### src/rtl/fetch_pkg.sv
// Shared types and constants for the instruction-fetch front end.
package fetch_pkg;
  localparam int INST_W = 32;
  localparam int PC_W   = 32;
  localparam logic [PC_W-1:0]   RESET_PC_DEF = 32'h0100_0000;
  localparam logic [INST_W-1:0] NOP          = 32'h0000_0013;

  typedef struct packed {
    logic [PC_W-1:0]   pc;
    logic [INST_W-1:0] data;
    logic              full;
  } fetch_entry_t;

  function automatic logic [PC_W-1:0] word_align(input logic [PC_W-1:0] a);
    return {a[PC_W-1:2], 2'b00};
  endfunction
endpackage

### src/rtl/fetch_queue_buf.sv
// Ring of fetch entries: allocated at request accept, filled in order by responses, popped by decode.
module fetch_queue_buf import fetch_pkg::*; #(
  parameter int DEPTH = 4
) (
  input  logic                     clock,
  input  logic                     reset_n,
  input  logic                     flush,
  input  logic                     alloc_en,
  input  logic [PC_W-1:0]          alloc_pc,
  input  logic                     fill_en,
  input  logic [INST_W-1:0]        fill_data,
  input  logic                     pop_en,
  output logic [PC_W-1:0]          head_pc,
  output logic [INST_W-1:0]        head_data,
  output logic                     head_full,
  output logic [$clog2(DEPTH):0]   alloc_cnt,
  output logic [$clog2(DEPTH):0]   pending_cnt
);
  localparam int PW = $clog2(DEPTH);

  fetch_entry_t ent [DEPTH];
  logic [PW:0]  head, fill, tail;

  // Pointers carry a wrap bit so full (DEPTH) and empty (0) are distinguishable.
  always_ff @(posedge clock or negedge reset_n) begin
    if (!reset_n) begin
      head <= '0;
      fill <= '0;
      tail <= '0;
      for (int i = 0; i < DEPTH; i++) ent[i] <= '0;
    end else if (flush) begin
      head <= '0;
      fill <= '0;
      tail <= '0;
      for (int i = 0; i < DEPTH; i++) ent[i].full <= 1'b0;
    end else begin
      if (alloc_en) begin
        ent[tail[PW-1:0]].pc <= alloc_pc;
        tail <= tail + (PW+1)'(1);
      end
      if (fill_en) begin
        ent[fill[PW-1:0]].data <= fill_data;
        ent[fill[PW-1:0]].full <= 1'b1;
        fill <= fill + (PW+1)'(1);
      end
      if (pop_en) begin
        ent[head[PW-1:0]].full <= 1'b0;
        head <= head + (PW+1)'(1);
      end
    end
  end

  assign head_pc     = ent[head[PW-1:0]].pc;
  assign head_data   = ent[head[PW-1:0]].data;
  assign head_full   = ent[head[PW-1:0]].full;
  assign alloc_cnt   = tail - head;
  assign pending_cnt = tail - fill;
endmodule

### src/rtl/fetch_queue.sv
// Instruction-fetch front end: sequential PC generation, in-order response queue, redirect flush.
// Optional FETCH_QUEUE_STATS_EN adds stat_fetched / stat_flushes counters.
module fetch_queue import fetch_pkg::*; #(
  parameter int              DEPTH    = 4,
  parameter logic [PC_W-1:0] RESET_PC = RESET_PC_DEF
) (
  input  logic               clock,
  input  logic               reset_n,
  output logic               imem_req_valid,
  input  logic               imem_req_ready,
  output logic [PC_W-1:0]    imem_req_addr,
  input  logic               imem_rsp_valid,
  input  logic [INST_W-1:0]  imem_rsp_data,
  input  logic               redirect_valid,
  input  logic [PC_W-1:0]    redirect_pc,
  output logic               inst_valid,
  input  logic               inst_ready,
  output logic [INST_W-1:0]  inst_data,
  output logic [PC_W-1:0]    inst_pc
`ifdef FETCH_QUEUE_STATS_EN
  ,
  output logic [31:0]        stat_fetched,
  output logic [31:0]        stat_flushes
`endif
);
  localparam int AW = $clog2(DEPTH) + 1;

  logic            run;
  logic [PC_W-1:0] fetch_pc;
  logic [AW-1:0]   drop_cnt, drop_next;
  logic [AW-1:0]   alloc_cnt, pending_cnt;
  logic [AW:0]     outst, drop_sum;
  logic            req_accept, rsp_live, rsp_drop, pop;
  logic            redirect_lsb_unused;

  assign redirect_lsb_unused = ^redirect_pc[1:0];

  // Requests are held off until the first clock after reset release.
  always_ff @(posedge clock or negedge reset_n) begin
    if (!reset_n) run <= 1'b0;
    else          run <= 1'b1;
  end

  assign imem_req_valid = run && (alloc_cnt < AW'(DEPTH));
  assign imem_req_addr  = fetch_pc;
  assign req_accept     = imem_req_valid && imem_req_ready;
  assign pop            = inst_valid && inst_ready;
  assign rsp_drop       = imem_rsp_valid && (drop_cnt != '0);
  assign rsp_live       = imem_rsp_valid && (drop_cnt == '0) && (pending_cnt != '0) && !redirect_valid;

  // On redirect every response still owed by memory must be discarded.
  always_comb begin
    outst     = {1'b0, drop_cnt} + {1'b0, pending_cnt};
    drop_sum  = outst + {{AW{1'b0}}, req_accept}
                      - {{AW{1'b0}}, (imem_rsp_valid && outst != '0)};
    drop_next = (drop_sum > (AW+1)'(DEPTH)) ? AW'(DEPTH) : drop_sum[AW-1:0];
  end

  always_ff @(posedge clock or negedge reset_n) begin
    if (!reset_n) begin
      fetch_pc <= RESET_PC;
      drop_cnt <= '0;
    end else if (redirect_valid) begin
      fetch_pc <= word_align(redirect_pc);
      drop_cnt <= drop_next;
    end else begin
      if (req_accept) fetch_pc <= fetch_pc + 32'd4;
      if (rsp_drop)   drop_cnt <= drop_cnt - AW'(1);
    end
  end

  fetch_queue_buf #(.DEPTH(DEPTH)) u_buf (
    .clock       (clock),
    .reset_n     (reset_n),
    .flush       (redirect_valid),
    .alloc_en    (req_accept),
    .alloc_pc    (fetch_pc),
    .fill_en     (rsp_live),
    .fill_data   (imem_rsp_data),
    .pop_en      (pop),
    .head_pc     (inst_pc),
    .head_data   (inst_data),
    .head_full   (inst_valid),
    .alloc_cnt   (alloc_cnt),
    .pending_cnt (pending_cnt)
  );

`ifdef FETCH_QUEUE_STATS_EN
  always_ff @(posedge clock or negedge reset_n) begin
    if (!reset_n) begin
      stat_fetched <= '0;
      stat_flushes <= '0;
    end else begin
      stat_fetched <= stat_fetched + 32'(pop);
      stat_flushes <= stat_flushes + 32'(redirect_valid);
    end
  end
`endif

`ifndef SYNTHESIS
  always @(posedge clock)
    if (reset_n && imem_rsp_valid)
      assert (drop_cnt != '0 || pending_cnt != '0);
`endif
endmodule

### config.mk
export PLATFORM = sky130hd
export DESIGN_NAME = fetch_queue
export DESIGN_NICKNAME = d
export VERILOG_FILES = /design/src/rtl/fetch_pkg.sv /design/src/rtl/fetch_queue_buf.sv /design/src/rtl/fetch_queue.sv
export SDC_FILE = /design/constraint.sdc
export NUM_CORES = 1
export LEC_CHECK = 0
export CAP_MARGIN = 20
export CORE_MARGIN = 2
export CORE_UTILIZATION = 56
export DETAILED_ROUTE_END_ITERATION = 6
export DONT_BUFFER_PORTS = 1
export HOLD_SLACK_MARGIN = 0.15
export PLACE_DENSITY_LB_ADDON = 0.08
export SLEW_MARGIN = 20
export SYNTH_ARGS = -nofsm -noshare
export SYNTH_HDL_FRONTEND = slang
export SYNTH_HIERARCHICAL = 1
export SYNTH_SLANG_ARGS = --single-unit
### constraint.sdc
create_clock -name clock -period 5.2 [get_ports clock]
set_input_delay 1.04 -clock clock [delete_from_list [all_inputs] [get_ports clock]]
set_output_delay 1.04 -clock clock [all_outputs]
set_load 0.03 [all_outputs]
==> results.toml, run 1 <==
[route]
viasPerCell = 6.262
dr.pass1.iters = 4
ant_nets = 0
drtIter0Drc = 579
drc = 0
routedWlPerCell_um = 23.66
via_count = 8153
wirelength_mm = 30.80

[grt]
track_usage = 0.2341
antenna_found_initial = 0
grt-ovfl-total = 0
grt_pass1_wl_mm = 49.66
grt_pass1_vias = 9075
grt_max_degree = 304

[timing]
grt_setup_unrepaired = "false"
tns_ps = 0
slew_violations = 0
period_share = 0.8209
setup_violations = 0
final_hold_viol_count = 0
fmax_mhz = 234.3
worst_pin_slew_ps = 1118
post-route-min-period_ps = 4268
fin_skew_ps = 17.03
slew_headroom = 0.2548

[cts]
post_cts_resize_count = 0
cts_tree = "done"
ctsLongestPathBuffers = 3
postCtsHoldBufs = 0
root_buffer = "clkbuf_16"
cts.sinks = 303
htreeDepth = 2
numCtsBuffers = 34
post-cts-setup-buffer-count = 0
clkTransAtPathRegs_ps = 60
clock_latency_ps = 510

[die]
io_pins = 168
dieArea_um2 = 27280
std_cell_rows = 58
core-area_um2 = 25330
die_w_um = 165.2
start_util = 0.5743
dieHeight_um = 165.2

[pwr]
power_frac_seq = 0.453
leakage_nw = 7.445
p_int_mw = 4.635
p_comb_frac = 0.199
switchingPower_mw = 1.899
power_mw = 6.534
switching_share = 0.2907
power_density_nw_per_um2 = 415.9
clkPwrFrac = 0.348
ir_drop_v = 0.0002392

[cells_and_area]
final_common_cell = "dfrtp_1"
drive_gt1_frac = 0.3981
synthToLayoutAreaGrowth_pct = 8.017
multi_input_area_um2 = 6540
final_nets = 1052
fill_cells = 1807
layout_common_cells = "300 x dfrtp_1, 196 x mux2_2, 65 x mux4_2, 60 x mux2_4, 37 x clkbuf_16"
insertedDiodeCount = 0
ff_latch_area_um2 = 7591

[setup_path]
slowest_delay_ps = 430
critPathMaxFanout = 4
ff2ff_setup_slack_ps = 930
r2r_start = "u_buf/tail[0]"
worstPathArrival_ps = 4640
crit_path_end_kind = "register"
cp-start-kind = "register"
cpMaxStageDelayCell = "fa_1"
cpLargestDelayFamily = "adder cells"
cp_num_buf_inv = 3
crit_chain = "inv_1 -> ha_1 -> fa_1 -> xnor2_1 -> xnor2_1 -> ha_1 -> xnor2_1 -> ha_1 -> inv_1 -> o31a_1 -> ha_1 -> inv_1 -> ha_1 -> fa_1 -> and2_1 -> a21oi_1 -> o22a_1 -> o21ai_0"
cpMostUsedCell = "ha_1"
worstPathRequired_ps = 5580
rr_worst_depth = 18
worstSetupPathType = "reg2reg"
r2r_end = "drop_cnt[1]"

[yosys]
syn_avg_cell_area_um2 = 15.04
synth_area_um2 = 14550
netlist_instances = 967
ys_warn_count = 6

[worst_hold_path]
hold_path.class = "in2async"

[run]
cap_violations = 0

[placed_design]
gp_congestion = 0.7942
dp_hpwl_mm = 19.13
portBuffers = 0

[run_status]
status = "completed"
[worst max-delay path by stage]
stage	start	to	slack, ps	depth (start not counted)
2_1_floorplan	u_buf/tail[0]	drop_cnt[2]	1310	18
3_3_place_gp	u_buf/tail[0]	drop_cnt[2]	1110	18
3_5_place_dp	u_buf/tail[0]	drop_cnt[1]	980	18
4_1_cts	u_buf/tail[0]	drop_cnt[1]	920	18
5_1_grt	u_buf/tail[0]	drop_cnt[1]	590	18
6_report	u_buf/tail[0]	drop_cnt[1]	930	18
[sequential cells by signal (all words and copies together), names as in the netlist]
signal / flops
run: 1
imem_req_addr: 30
u_buf/fill: 3
u_buf/ent: 260
drop_cnt: 3
u_buf/head: 3
u_buf/tail: 3
[cell type report]
type,count,area share
Multi-Input combinational cell,590,0.4163
Tap cell,330,0.02628
Inverter,18,0.004300
Clock buffer,50,0.06395
Timing Repair Buffer,6,0.002867
Clock inverter,5,0.003185
Sequential cell,303,0.4832
[per-stage QoR]
step	hold slack (ps)	utilization	instances	instance area [µm²]	setup WS [ps]
3_3_place_gp	481.1	0.5787	1247	14660	1111
3_5_place_dp	487.0	0.5787	1247	14660	982.5
6_report	229.2	0.6203	1302	15710	931.6
5_1_grt	204.1	0.6203	1302	15710	585.9
4_1_cts	215.6	0.6203	1302	15710	920.7
2_1_floorplan	473.8	-	976	14580	1309
[power groups by stage]
stage | Combinational (mW) | Sequential (mW) | Clock, mW
finish | 1.30 | 2.96 | 2.28
global route | 1.40 | 3.01 | 2.43
CTS | 1.31 | 2.96 | 2.33
detailed placement | 1.30 | 3.01 | 0
global placement | 1.25 | 2.96 | 0
floorplan | 1.15 | 2.91 | 0
[per-layer routing]
layer	GRT usage	wire length, µm	vias to the layer above
met1	0.3038	12780	4335
met5	0	0	-
met3	0.06169	2106	41
met2	0.3949	15440	220
li1	-	-	3557
met4	0.05850	480	0
Note: power is estimated with default switching activity, not from simulation.
==> run 2: changes to the inputs <==
==> constraint.sdc (replaced) <==
create_clock -name clock -period 3.5 [get_ports clock]
set_input_delay 0.7 -clock clock [delete_from_list [all_inputs] [get_ports clock]]
set_output_delay 0.7 -clock clock [all_outputs]
set_load 0.03 [all_outputs]
==> results.toml, run 2 (same netlist as run 1, synthesis figures left out) <==
[run_status]
violations = "hold timing, setup timing"
status = "complete, but fails checks"

[cts]
clkTransAtPathRegs_ps = 60
ctsLongestPathBuffers = 3
htreeDepth = 2
cts_tree = "done"
clock_latency_ps = 500
numCtsBuffers = 34
root_buffer = "clkbuf_16"
cts.sinks = 303

[setup_path]
cp_num_buf_inv = 3
worstPathRequired_ps = 3890
crit_path_end_kind = "register"
worstSetupPathType = "reg2reg"
cpMostUsedCell = "xnor2_2"
critPathMaxFanout = 4
worstPathArrival_ps = 4310
crit_chain = "inv_2 -> ha_4 -> fa_2 -> xnor2_2 -> xnor2_2 -> ha_4 -> xnor2_2 -> ha_2 -> inv_1 -> o31a_1 -> ha_1 -> inv_1 -> ha_2 -> fa_2 -> xnor2_2 -> a2bb2oi_1 -> o22a_1 -> o21a_1"
cpLargestDelayFamily = "adder cells"
slowest_delay_ps = 380
cp-start-kind = "register"
cpMaxStageDelayCell = "fa_2"

[cells_and_area]
largest_register_ffs = 260
insertedDiodeCount = 0
design_area_um2 = 16210
final_util = 0.6400
synthToLayoutAreaGrowth_pct = 11.44
final_nets = 1075
layout_common_cells = "300 x dfrtp_1, 196 x mux2_2, 65 x mux4_2, 60 x mux2_4, 37 x clkbuf_16"
drive_gt1_frac = 0.4384
regMostFlops = "u_buf/ent"
fin_cells = 1329
final_common_cell = "dfrtp_1"

[die]
io_pins = 168
core-area_um2 = 25330
dieHeight_um = 165.2
start_util = 0.5743
std_cell_rows = 58
dieArea_um2 = 27280
die_w_um = 165.2

[timing]
worst_hold_slack_ps = -102.9
period_share = 1.120
fin_skew_ps = 13.10
grt_setup_unrepaired = "true"
slew_headroom = 0.2697
fmax_mhz = 255.1
post-route-min-period_ps = 3921
tns_ps = -1150
setup_ws_ps = -420.5
worst_pin_slew_ps = 1095
slew_violations = 0
setup_violations = 3
final_hold_viol_count = 141

[placed_design]
portBuffers = 0
placed_cell_area_um2 = 14940
dpl_worst_slack_ps = -407.9
gp_congestion = 0.8096
dp_hpwl_mm = 19.26
dp.cells = 1267

[grt]
grt_max_degree = 304
grt-ovfl-total = 0
antenna_found_initial = 0
track_usage = 0.2326
grt_pass1_wl_mm = 49.45
grt_pass1_vias = 9154

[pwr]
leakage_nw = 7.677
power_frac_seq = 0.433
clkPwrFrac = 0.366
p_comb_frac = 0.201
switchingPower_mw = 2.932
p_int_mw = 7.240
power_mw = 10.17
switching_share = 0.2882
ir_drop_v = 0.0004941
power_density_nw_per_um2 = 627.6

[route]
viasPerCell = 6.208
ant_nets = 0
routedWlPerCell_um = 23.22
wirelength_mm = 30.86
drc = 0
drtIter0Drc = 588
via_count = 8251
dr.pass1.iters = 4

[worst_hold_path]
hold_path.class = "in2async"

[run]
cap_violations = 0
==> run 2: cell types whose count changed in the layout (fill, tap and decap cells not counted), moves of 5 or more <==
cell	change
buf_12	+7
buf_4	+14
clkbuf_1	-7
ha_1	-5
==> run 2: power groups by stage <==
stage	Sequential [mW]	Combinational [mW]	Clock, mW
floorplan	4.33	1.72	0
CTS	4.40	2.02	3.81
global placement	4.40	1.89	0
finish	4.40	2.05	3.73
detailed placement	4.46	1.98	0
global route	4.47	2.19	3.94
==> run 2: layer usage <==
layer | global-route usage | part of all wire
met5 | 0 | 0
met4 | 0.06087 | 0.018
met3 | 0.05919 | 0.070
met2 | 0.3975 | 0.51
met1 | 0.2975 | 0.40
==> run 2: cell type report <==
class                      instances  area (µm²)
tap                              330       412.9
multi-input combinational        590        6634
clock buffer                      42       964.7
timing repair buffer              29       316.6
clock inverter                    17       222.7
inverter                          18       67.56
fill                            1805        9117
sequential                       303        7591
==> run 2: worst reg2reg max path, stage by stage (launching register included) <==
cell and delay (ps):
dfrtp_1 360, inv_2 60, ha_4 150, fa_2 350, xnor2_2 160, xnor2_2 240
ha_4 250, xnor2_2 160, ha_2 190, inv_1 40, o31a_1 280, ha_1 300
inv_1 60, ha_2 180, fa_2 380, xnor2_2 150, a2bb2oi_1 80, o22a_1 230
o21a_1 180
==> run 2: final timing paths <==
| path | startpoint | end | slack (ps) | depth (start not counted) |
|---|---|---|---|---|
| min reg2reg | u_buf/ent[110] | u_buf/ent[110] | 500 | 1 |
| max | u_buf/tail[0] | drop_cnt[2] | -420 | 18 |
| max in group asynchronous | reset_n | u_buf/ent[17] | 3120 | 0 |
| min in group clock | redirect_valid | u_buf/fill[2] | 300 | 1 |
| min | reset_n | u_buf/ent[75] | -100 | 0 |
| max reg2reg | u_buf/tail[0] | drop_cnt[2] | -420 | 18 |
==> run 2: timing repair <==
action                                  4_1_cts  5_1_grt
gates resized for setup                       4        6
endpoints found under the setup margin       38       38
hold endpoints to repair                    303      302
buffers inserted                              2        1
pin swaps                                     7        3
